$ cat config.mk
export PLATFORM = sky130hd
export DESIGN_NAME = butterfly_pipe_flat
export DESIGN_NICKNAME = d
export VERILOG_FILES = /design/src/rtl/butterfly_pipe_if.sv /design/src/rtl/butterfly_pipe.sv /design/src/flat_wrapper.sv
export SDC_FILE = /design/constraint.sdc
export NUM_CORES = 1
export LEC_CHECK = 0
export ABC_AREA = 1
export BUFFER_PORTS_ARGS = -buffer_cell sky130_fd_sc_hd__buf_4
export CORE_AREA = 2 2 235 353
export DETAILED_ROUTE_END_ITERATION = 7
export DIE_AREA = 0 0 237 355
export PLACE_DENSITY = 0.42
export REMOVE_ABC_BUFFERS = 1
export SYNTH_ARGS = -nofsm -noshare
export SYNTH_HDL_FRONTEND = slang
export SYNTH_SLANG_ARGS = --single-unit
$ cat constraint.sdc
create_clock -name i_clk -period 10.28 [get_ports i_clk]
set_input_delay 2.57 -clock i_clk [delete_from_list [all_inputs] [get_ports i_clk]]
set_output_delay 2.57 -clock i_clk [all_outputs]
set_load 0.02 [all_outputs]
$ cat src/rtl/butterfly_pipe_if.sv
// ---------------------------------------------------------------------------
// butterfly_pipe_if
//   Sample/result bundle for the Kyber modular butterfly pipeline.
//   master : issues samples (in_valid, hold, sel, half, u, t, w, in_tag),
//            observes results (out_valid, s0, s1, out_tag).
//   slave  : the butterfly itself.
// ---------------------------------------------------------------------------
interface butterfly_pipe_if #(
    parameter int WID   = 12,
    parameter int TAG_W = 8
);
    logic             in_valid;
    logic             hold;
    logic             sel;
    logic             half;
    logic [WID-1:0]   u;
    logic [WID-1:0]   t;
    logic [WID-1:0]   w;
    logic [TAG_W-1:0] in_tag;
    logic             out_valid;
    logic [WID-1:0]   s0;
    logic [WID-1:0]   s1;
    logic [TAG_W-1:0] out_tag;

    modport master (
        output in_valid, hold, sel, half, u, t, w, in_tag,
        input  out_valid, s0, s1, out_tag
    );

    modport slave (
        input  in_valid, hold, sel, half, u, t, w, in_tag,
        output out_valid, s0, s1, out_tag
    );
endinterface

$ cat src/rtl/butterfly_pipe.sv
// ---------------------------------------------------------------------------
// butterfly_pipe
//   Four-stage modular butterfly (CT for NTT, GS for INTT) with Barrett
//   reduction, optional INTT halving, hold-based stall and a sideband tag.
//   Ports:
//     i_clk  : rising-edge clock
//     i_rst  : synchronous reset, active low (wins over hold)
//     bus    : butterfly_pipe_if.slave sample/result bundle
//   Stages:
//     S1 : operands, INTT pre-add/sub, controls
//     S2 : WID x WID product
//     S3 : Barrett-reduced product
//     S4 : final add/sub or halving -> s0/s1/out_tag (output registers)
// ---------------------------------------------------------------------------
module butterfly_pipe #(
    parameter int WID   = 12,
    parameter int Q     = 3329,
    parameter int BK    = 24,
    parameter int TAG_W = 8
) (
    input  logic              i_clk,
    input  logic              i_rst,
    butterfly_pipe_if.slave   bus
);
    localparam int           PW  = 2 * WID;
    localparam int           XW  = PW + BK;
    localparam longint       M_L = (longint'(1) <<< BK) / Q;
    localparam logic [XW-1:0] M  = XW'(M_L);
    localparam logic [WID-1:0] QV = WID'(Q);

    // One conditional correction each; the sum needs a single carry bit.
    function automatic logic [WID-1:0] mod_add(input logic [WID-1:0] a, input logic [WID-1:0] b);
        logic [WID:0] s;
        s = {1'b0, a} + {1'b0, b};
        if (s >= {1'b0, QV})
            s = s - {1'b0, QV};
        return s[WID-1:0];
    endfunction

    // a < b: a - b + Q lies in [0,Q-1], so WID-bit wraparound is exact.
    function automatic logic [WID-1:0] mod_sub(input logic [WID-1:0] a, input logic [WID-1:0] b);
        return (a >= b) ? (a - b) : (a - b + QV);
    endfunction

    // x * 2^-1 mod Q: odd values become even by adding Q first.
    function automatic logic [WID-1:0] mod_half(input logic [WID-1:0] x);
        logic [WID:0] s;
        s = x[0] ? ({1'b0, x} + {1'b0, QV}) : {1'b0, x};
        return s[WID:1];
    endfunction

    logic       w_en;
    logic [4:1] r_vld;          // r_vld[4] is the output valid

    // S1
    logic [WID-1:0]   r1_a, r1_b, r1_w;
    logic             r1_sel, r1_half;
    logic [TAG_W-1:0] r1_tag;
    // S2
    logic [PW-1:0]    r2_prod;
    logic [WID-1:0]   r2_a;
    logic             r2_sel, r2_half;
    logic [TAG_W-1:0] r2_tag;
    // S3
    logic [WID-1:0]   r3_p, r3_a;
    logic             r3_sel, r3_half;
    logic [TAG_W-1:0] r3_tag;
    // S4 (outputs)
    logic [WID-1:0]   r_s0, r_s1;
    logic [TAG_W-1:0] r_tag;

    logic [WID-1:0]   w_pre_a, w_pre_b;
    logic [XW-1:0]    w_xm;
    logic [PW-1:0]    w_qt, w_qq, w_r;
    logic [WID-1:0]   w_red;
    logic [WID-1:0]   w_s0, w_s1;

    assign w_en = ~bus.hold;

    // NTT multiplies t by w; INTT multiplies (u-t) by w and keeps (u+t).
    always_comb begin
        w_pre_a = bus.u;
        w_pre_b = bus.t;
        if (!bus.sel) begin
            w_pre_a = mod_add(bus.u, bus.t);
            w_pre_b = mod_sub(bus.u, bus.t);
        end
    end

    // Barrett: quotient estimate is at most one short, so r < 2Q.
    always_comb begin
        w_xm  = XW'(r2_prod) * M;
        w_qt  = w_xm[XW-1:BK];
        w_qq  = w_qt * PW'(Q);
        w_r   = r2_prod - w_qq;
        w_red = (w_r >= PW'(Q)) ? WID'(w_r - PW'(Q)) : WID'(w_r);
    end

    always_comb begin
        w_s0 = r3_a;
        w_s1 = r3_p;
        if (r3_sel) begin
            w_s0 = mod_add(r3_a, r3_p);
            w_s1 = mod_sub(r3_a, r3_p);
        end else if (r3_half) begin
            w_s0 = mod_half(r3_a);
            w_s1 = mod_half(r3_p);
        end
    end

    // Stage data: no reset needed, contents of invalid stages are don't-care.
    always_ff @(posedge i_clk) begin
        if (w_en && bus.in_valid) begin
            r1_a    <= w_pre_a;
            r1_b    <= w_pre_b;
            r1_w    <= bus.w;
            r1_sel  <= bus.sel;
            r1_half <= bus.half;
            r1_tag  <= bus.in_tag;
        end
        if (w_en) begin
            r2_prod <= PW'(r1_b) * PW'(r1_w);
            r2_a    <= r1_a;
            r2_sel  <= r1_sel;
            r2_half <= r1_half;
            r2_tag  <= r1_tag;
            r3_p    <= w_red;
            r3_a    <= r2_a;
            r3_sel  <= r2_sel;
            r3_half <= r2_half;
            r3_tag  <= r2_tag;
        end
    end

    // Valids and visible outputs; outputs only move when a real sample lands.
    always_ff @(posedge i_clk) begin
        if (!i_rst) begin
            r_vld <= '0;
            r_s0  <= '0;
            r_s1  <= '0;
            r_tag <= '0;
        end else if (w_en) begin
            r_vld <= {r_vld[3:1], bus.in_valid};
            if (r_vld[3]) begin
                r_s0  <= w_s0;
                r_s1  <= w_s1;
                r_tag <= r3_tag;
            end
        end
    end

    assign bus.out_valid = r_vld[4];
    assign bus.s0        = r_s0;
    assign bus.s1        = r_s1;
    assign bus.out_tag   = r_tag;
endmodule
$ cat src/flat_wrapper.sv
// flat-port wrapper written by rule: the top's interface ports become plain ports
module butterfly_pipe_flat 
#(
    parameter int WID   = 12,
    parameter int Q     = 3329,
    parameter int BK    = 24,
    parameter int TAG_W = 8
)
  (i_clk, i_rst, bus_in_valid, bus_hold, bus_sel, bus_half, bus_u, bus_t, bus_w, bus_in_tag, bus_out_valid, bus_s0, bus_s1, bus_out_tag);
  butterfly_pipe_if #(.WID(WID), .TAG_W(TAG_W)) bus_i ();
  input  logic i_clk;
  input  logic i_rst;
  input wire logic [$bits(bus_i.in_valid)-1:0] bus_in_valid;
  input wire logic [$bits(bus_i.hold)-1:0] bus_hold;
  input wire logic [$bits(bus_i.sel)-1:0] bus_sel;
  input wire logic [$bits(bus_i.half)-1:0] bus_half;
  input wire logic [$bits(bus_i.u)-1:0] bus_u;
  input wire logic [$bits(bus_i.t)-1:0] bus_t;
  input wire logic [$bits(bus_i.w)-1:0] bus_w;
  input wire logic [$bits(bus_i.in_tag)-1:0] bus_in_tag;
  output wire logic [$bits(bus_i.out_valid)-1:0] bus_out_valid;
  output wire logic [$bits(bus_i.s0)-1:0] bus_s0;
  output wire logic [$bits(bus_i.s1)-1:0] bus_s1;
  output wire logic [$bits(bus_i.out_tag)-1:0] bus_out_tag;
  assign bus_i.in_valid = bus_in_valid;
  assign bus_i.hold = bus_hold;
  assign bus_i.sel = bus_sel;
  assign bus_i.half = bus_half;
  assign bus_i.u = bus_u;
  assign bus_i.t = bus_t;
  assign bus_i.w = bus_w;
  assign bus_i.in_tag = bus_in_tag;
  assign bus_out_valid = bus_i.out_valid;
  assign bus_s0 = bus_i.s0;
  assign bus_s1 = bus_i.s1;
  assign bus_out_tag = bus_i.out_tag;
  butterfly_pipe #(.WID(WID), .Q(Q), .BK(BK), .TAG_W(TAG_W)) u_core (.i_clk(i_clk), .i_rst(i_rst), .bus(bus_i));
endmodule
==> impl_metrics.sql <==
INSERT INTO impl_metrics (metric_group, metric, value, unit) VALUES
('run_status', 'run_status', 'finished, final reports clean', ''),
('synthesis', 'flops_latches_synth', '162', ''),
('layout', 'area_growth_syn_to_layout', '10.5', '%'),
('die', 'floorplan.io_pins', '83', ''),
('clocking', 'numClockSinks', '162', ''),
('detailed_routing', 'dr.first_iter.drc_count', '951', ''),
('layout', 'design_area', '26600', 'µm²'),
('timing', 'fin_crit', '9.72', 'ns'),
('timing', 'setup-tns-final', '0', 'ns'),
('layout', 'commonest_non_fill_non_tap_cells_in_the_layout', 'sky130_fd_sc_hd__nand2_1, sky130_fd_sc_hd__inv_1, sky130_fd_sc_hd__ha_1', ''),
('timing', 'timing_worst_slew_pin_value', '1.01', 'ns'),
('setup_path', 'start_kind', 'flip-flop', ''),
('detailed_routing', 'final_antenna_violating_net_count', '0', ''),
('clocking', 'clock_tree.buffer_depth', '2', ''),
('setup_path', 'worst-endpoint-arrival', '9.95', 'ns'),
('placement', 'port_buffers', '82', ''),
('die', 'rows', '128', ''),
('layout', 'largest_reg_flops', '24', ''),
('clocking', 'htreeDepth', '4', ''),
('run', 'max_cap_viol_count', '0', ''),
('setup_path', 'crit_path_top_delay_cell', 'sky130_fd_sc_hd__fa_1', ''),
('placement', 'place_hpwl', '61400', 'µm'),
('synthesis', 'synth_seq_area_share', '18.7', '%'),
('synthesis', 'postSynth.topFlopCell', 'sky130_fd_sc_hd__edfxtp_1', ''),
('placement', 'gp_congestion', '0.934', ''),
('timing', 'max-slew-margin-rel', '32.4', '%'),
('grt', 'grt_use_met3', '1.67', '%'),
('setup_path', 'required', '10.51', 'ns'),
('layout', 'drive_above_1_share', '6.13', '%'),
('setup_path', 'max_stage_delay', '0.64', 'ns'),
('layout', 'layout.nets', '3783', ''),
('timing', 'setup_viol', '0', ''),
('clocking', 'worstSkewPairLatency', '0.48', 'ns'),
('timing', 'final_min_period_over_clock_period', '94.5', '%'),
('detailed_routing', 'totalWireLength', '71300', 'µm'),
('layout', 'layout.cells.non_filler', '4204', ''),
('die', 'dieArea', '84100', 'µm²'),
('die', 'dieWidth', '237', 'µm'),
('grt', 'met2_usage', '33.7', '%'),
('grt', 'overflow', '0', ''),
('setup_path', 'crit_top_cell', 'sky130_fd_sc_hd__fa_1', ''),
('setup_path', 'crit_path_max_fanout', '7', ''),
('timing', 'unrepaired_setup_endpoints_after_global_routing', 'false', ''),
('detailed_routing', 'vias', '19674', ''),
('grt', 'antenna_found_initial', '0', ''),
('synthesis', 'synth-edff-count', '126', ''),
('timing', 'final.setup.worst_slack', '0.565', 'ns'),
('layout', 'antennaDiodeCount', '0', ''),
('die', 'floorplan.initialDensity', '29.8', '%'),
('clocking', 'total_clock_buffers_created_by_cts', '17', ''),
('timing', 'worst_clock_skew', '0.0141', 'ns'),
('timing', 'timing_max_transition_violations_final', '0', ''),
('grt', 'first_pass_grt_wire_length', '113000', 'µm'),
('placement', 'place.detailed.instances', '4158', ''),
('grt', 'grt_most_used_layer', 'met2', ''),
('timing', 'finalHoldViolCount', '0', ''),
('layout', 'final_common_cell', 'sky130_fd_sc_hd__nand2_1', ''),
('grt', 'via_count_of_the_first_global_routing_pass', '20547', ''),
('grt', 'grt_max_degree', '62', ''),
('synthesis', 'synthArstFlopShare', '0', '%'),
('setup_path', 'reg2reg_setup_slack', '0.56', 'ns'),
('die', 'chipHeight', '355', 'µm'),
('clocking', 'root_buffer', 'sky130_fd_sc_hd__clkbuf_16', ''),
('synthesis', 'synth_area_per_cell', '7.81', 'µm²'),
('placement', 'post-place-ws', '0.136', 'ns'),
('clocking', 'cts_clock_pin_slew_for_the_worst_setup_and_hold_paths', '0.07', 'ns'),
('synthesis', 'netlist_instances', '3083', ''),
('detailed_routing', 'routed_via_density', '4.68', ''),
('grt', 'grt.total_usage', '17.2', '%'),
('detailed_routing', 'drc', '0', ''),
('layout', 'regMostFlops', 'u_core.r2_prod', ''),
('placement', 'placed_cell_area', '25900', 'µm²'),
('setup_path', 'critPathCaptureType', 'flip-flop', ''),
('grt', 'met1_usage', '19.6', '%'),
('detailed_routing', 'post_drt_wl_per_cell', '17.0', 'µm'),
('timing', 'fmaxAchievable', '103', 'MHz'),
('setup_path', 'crit_type', 'flip-flop to flip-flop', ''),
('min_path', 'hp-class', 'flip-flop to flip-flop', ''),
('synthesis', 'ys.warnings.count', '0', ''),
('clocking', 'cts_hold_repair.buffers', '0', ''),
('clocking', 'tritoncts', 'built', ''),
('synthesis', 'synth_cell_type_count', '51', ''),
('die', 'core', '80900', 'µm²'),
('detailed_routing', 'pre_repair_dr_iteration_count', '5', ''),
('synthesis', 'synthesis.area', '24100', 'µm²');
final cells by class:
class | instances | area [µm²]
fill | 8575 | 54300
multi-input combinational | 2165 | 16800
sequential | 162 | 4500
inverter | 692 | 2600
tap | 1040 | 1300
timing repair buffer | 113 | 848
clock buffer | 17 | 425
clock inverter | 15 | 194
synthesized netlist by cell type (all sizes together), types with 3 or more instances:
cell    number  area share (%)
inv        691              11
nand3      153             3.2
nor2       168             2.6
a21boi       3           0.093
a21oi      170             3.6
ha         322              17
nor4         5            0.13
nand4       32            0.83
a31oi       11            0.29
dfxtp       36             3.0
fa         260              22
a21o        11            0.34
o31ai        4            0.12
o21a         5            0.16
buf         19            0.48
nand2      728              11
or2          3           0.078
edfxtp     126              16
o21bai      15            0.47
o21ai      130             2.7
nand3b       5            0.16
nor3        31            0.66
clkbuf      45            0.70
xnor2       20            0.76
xor2        72             2.8
o211ai       3           0.093
o221ai       3            0.11
metal layers:
layer / up-vias / share of wire [%]
li1: 9791 / -
met1: 9509 / 40
met2: 302 / 55
met3: 72 / 2.3
met4: 0 / 2.7
met5: - / 0
logic make-up after synthesis:
kind of cell               share of synthesized area, %
DFF                                                18.7
AOI/OAI and AO/OA                                  8.30
buffers and inverters                              12.0
adders and majority gates                          38.3
xor gates and xnor gates                           3.53
and+or+nand+nor                                    19.2
worst paths after layout:
| kind | end | from | cells past startpoint |
|---|---|---|---|
| max | u_core.r3_p[11] | u_core.r2_prod[9] | 37 |
| min | u_core.r3_a[3] | u_core.r2_a[3] | 0 |
| max reg2reg | u_core.r3_p[11] | u_core.r2_prod[9] | 37 |
| min reg2reg | u_core.r3_a[3] | u_core.r2_a[3] | 0 |
worst max-delay path: cells and delay by family (launching register included):
family | cells | cell delay, ns
AOI/OAI and AO/OA | 7 | 1.56
xor gates and xnor gates | 1 | 0.31
buffers and inverters | 6 | 0.41
and+or+nand+nor | 11 | 1.31
DFF | 1 | 0.58
adders and majority gates | 12 | 5.26
what timing repair did:
item | CTS | global route
endpoints found under the setup margin | 0 | 12
resized for setup | 0 | 14
buffers inserted | 0 | 14
stage by stage:
stage | utilization [%] | hold WS, ns
3_3_place_gp | 32.0 | 0.401
2_1_floorplan | - | 0.400
5_1_grt | 32.9 | 0.424
4_1_cts | 32.7 | 0.422
6_report | 32.9 | 0.420
3_5_place_dp | 32.0 | 0.405
Power is left out: the tool's default activity adds up to more than one toggle a clock period on the data nets, which glitch-free logic cannot reach.
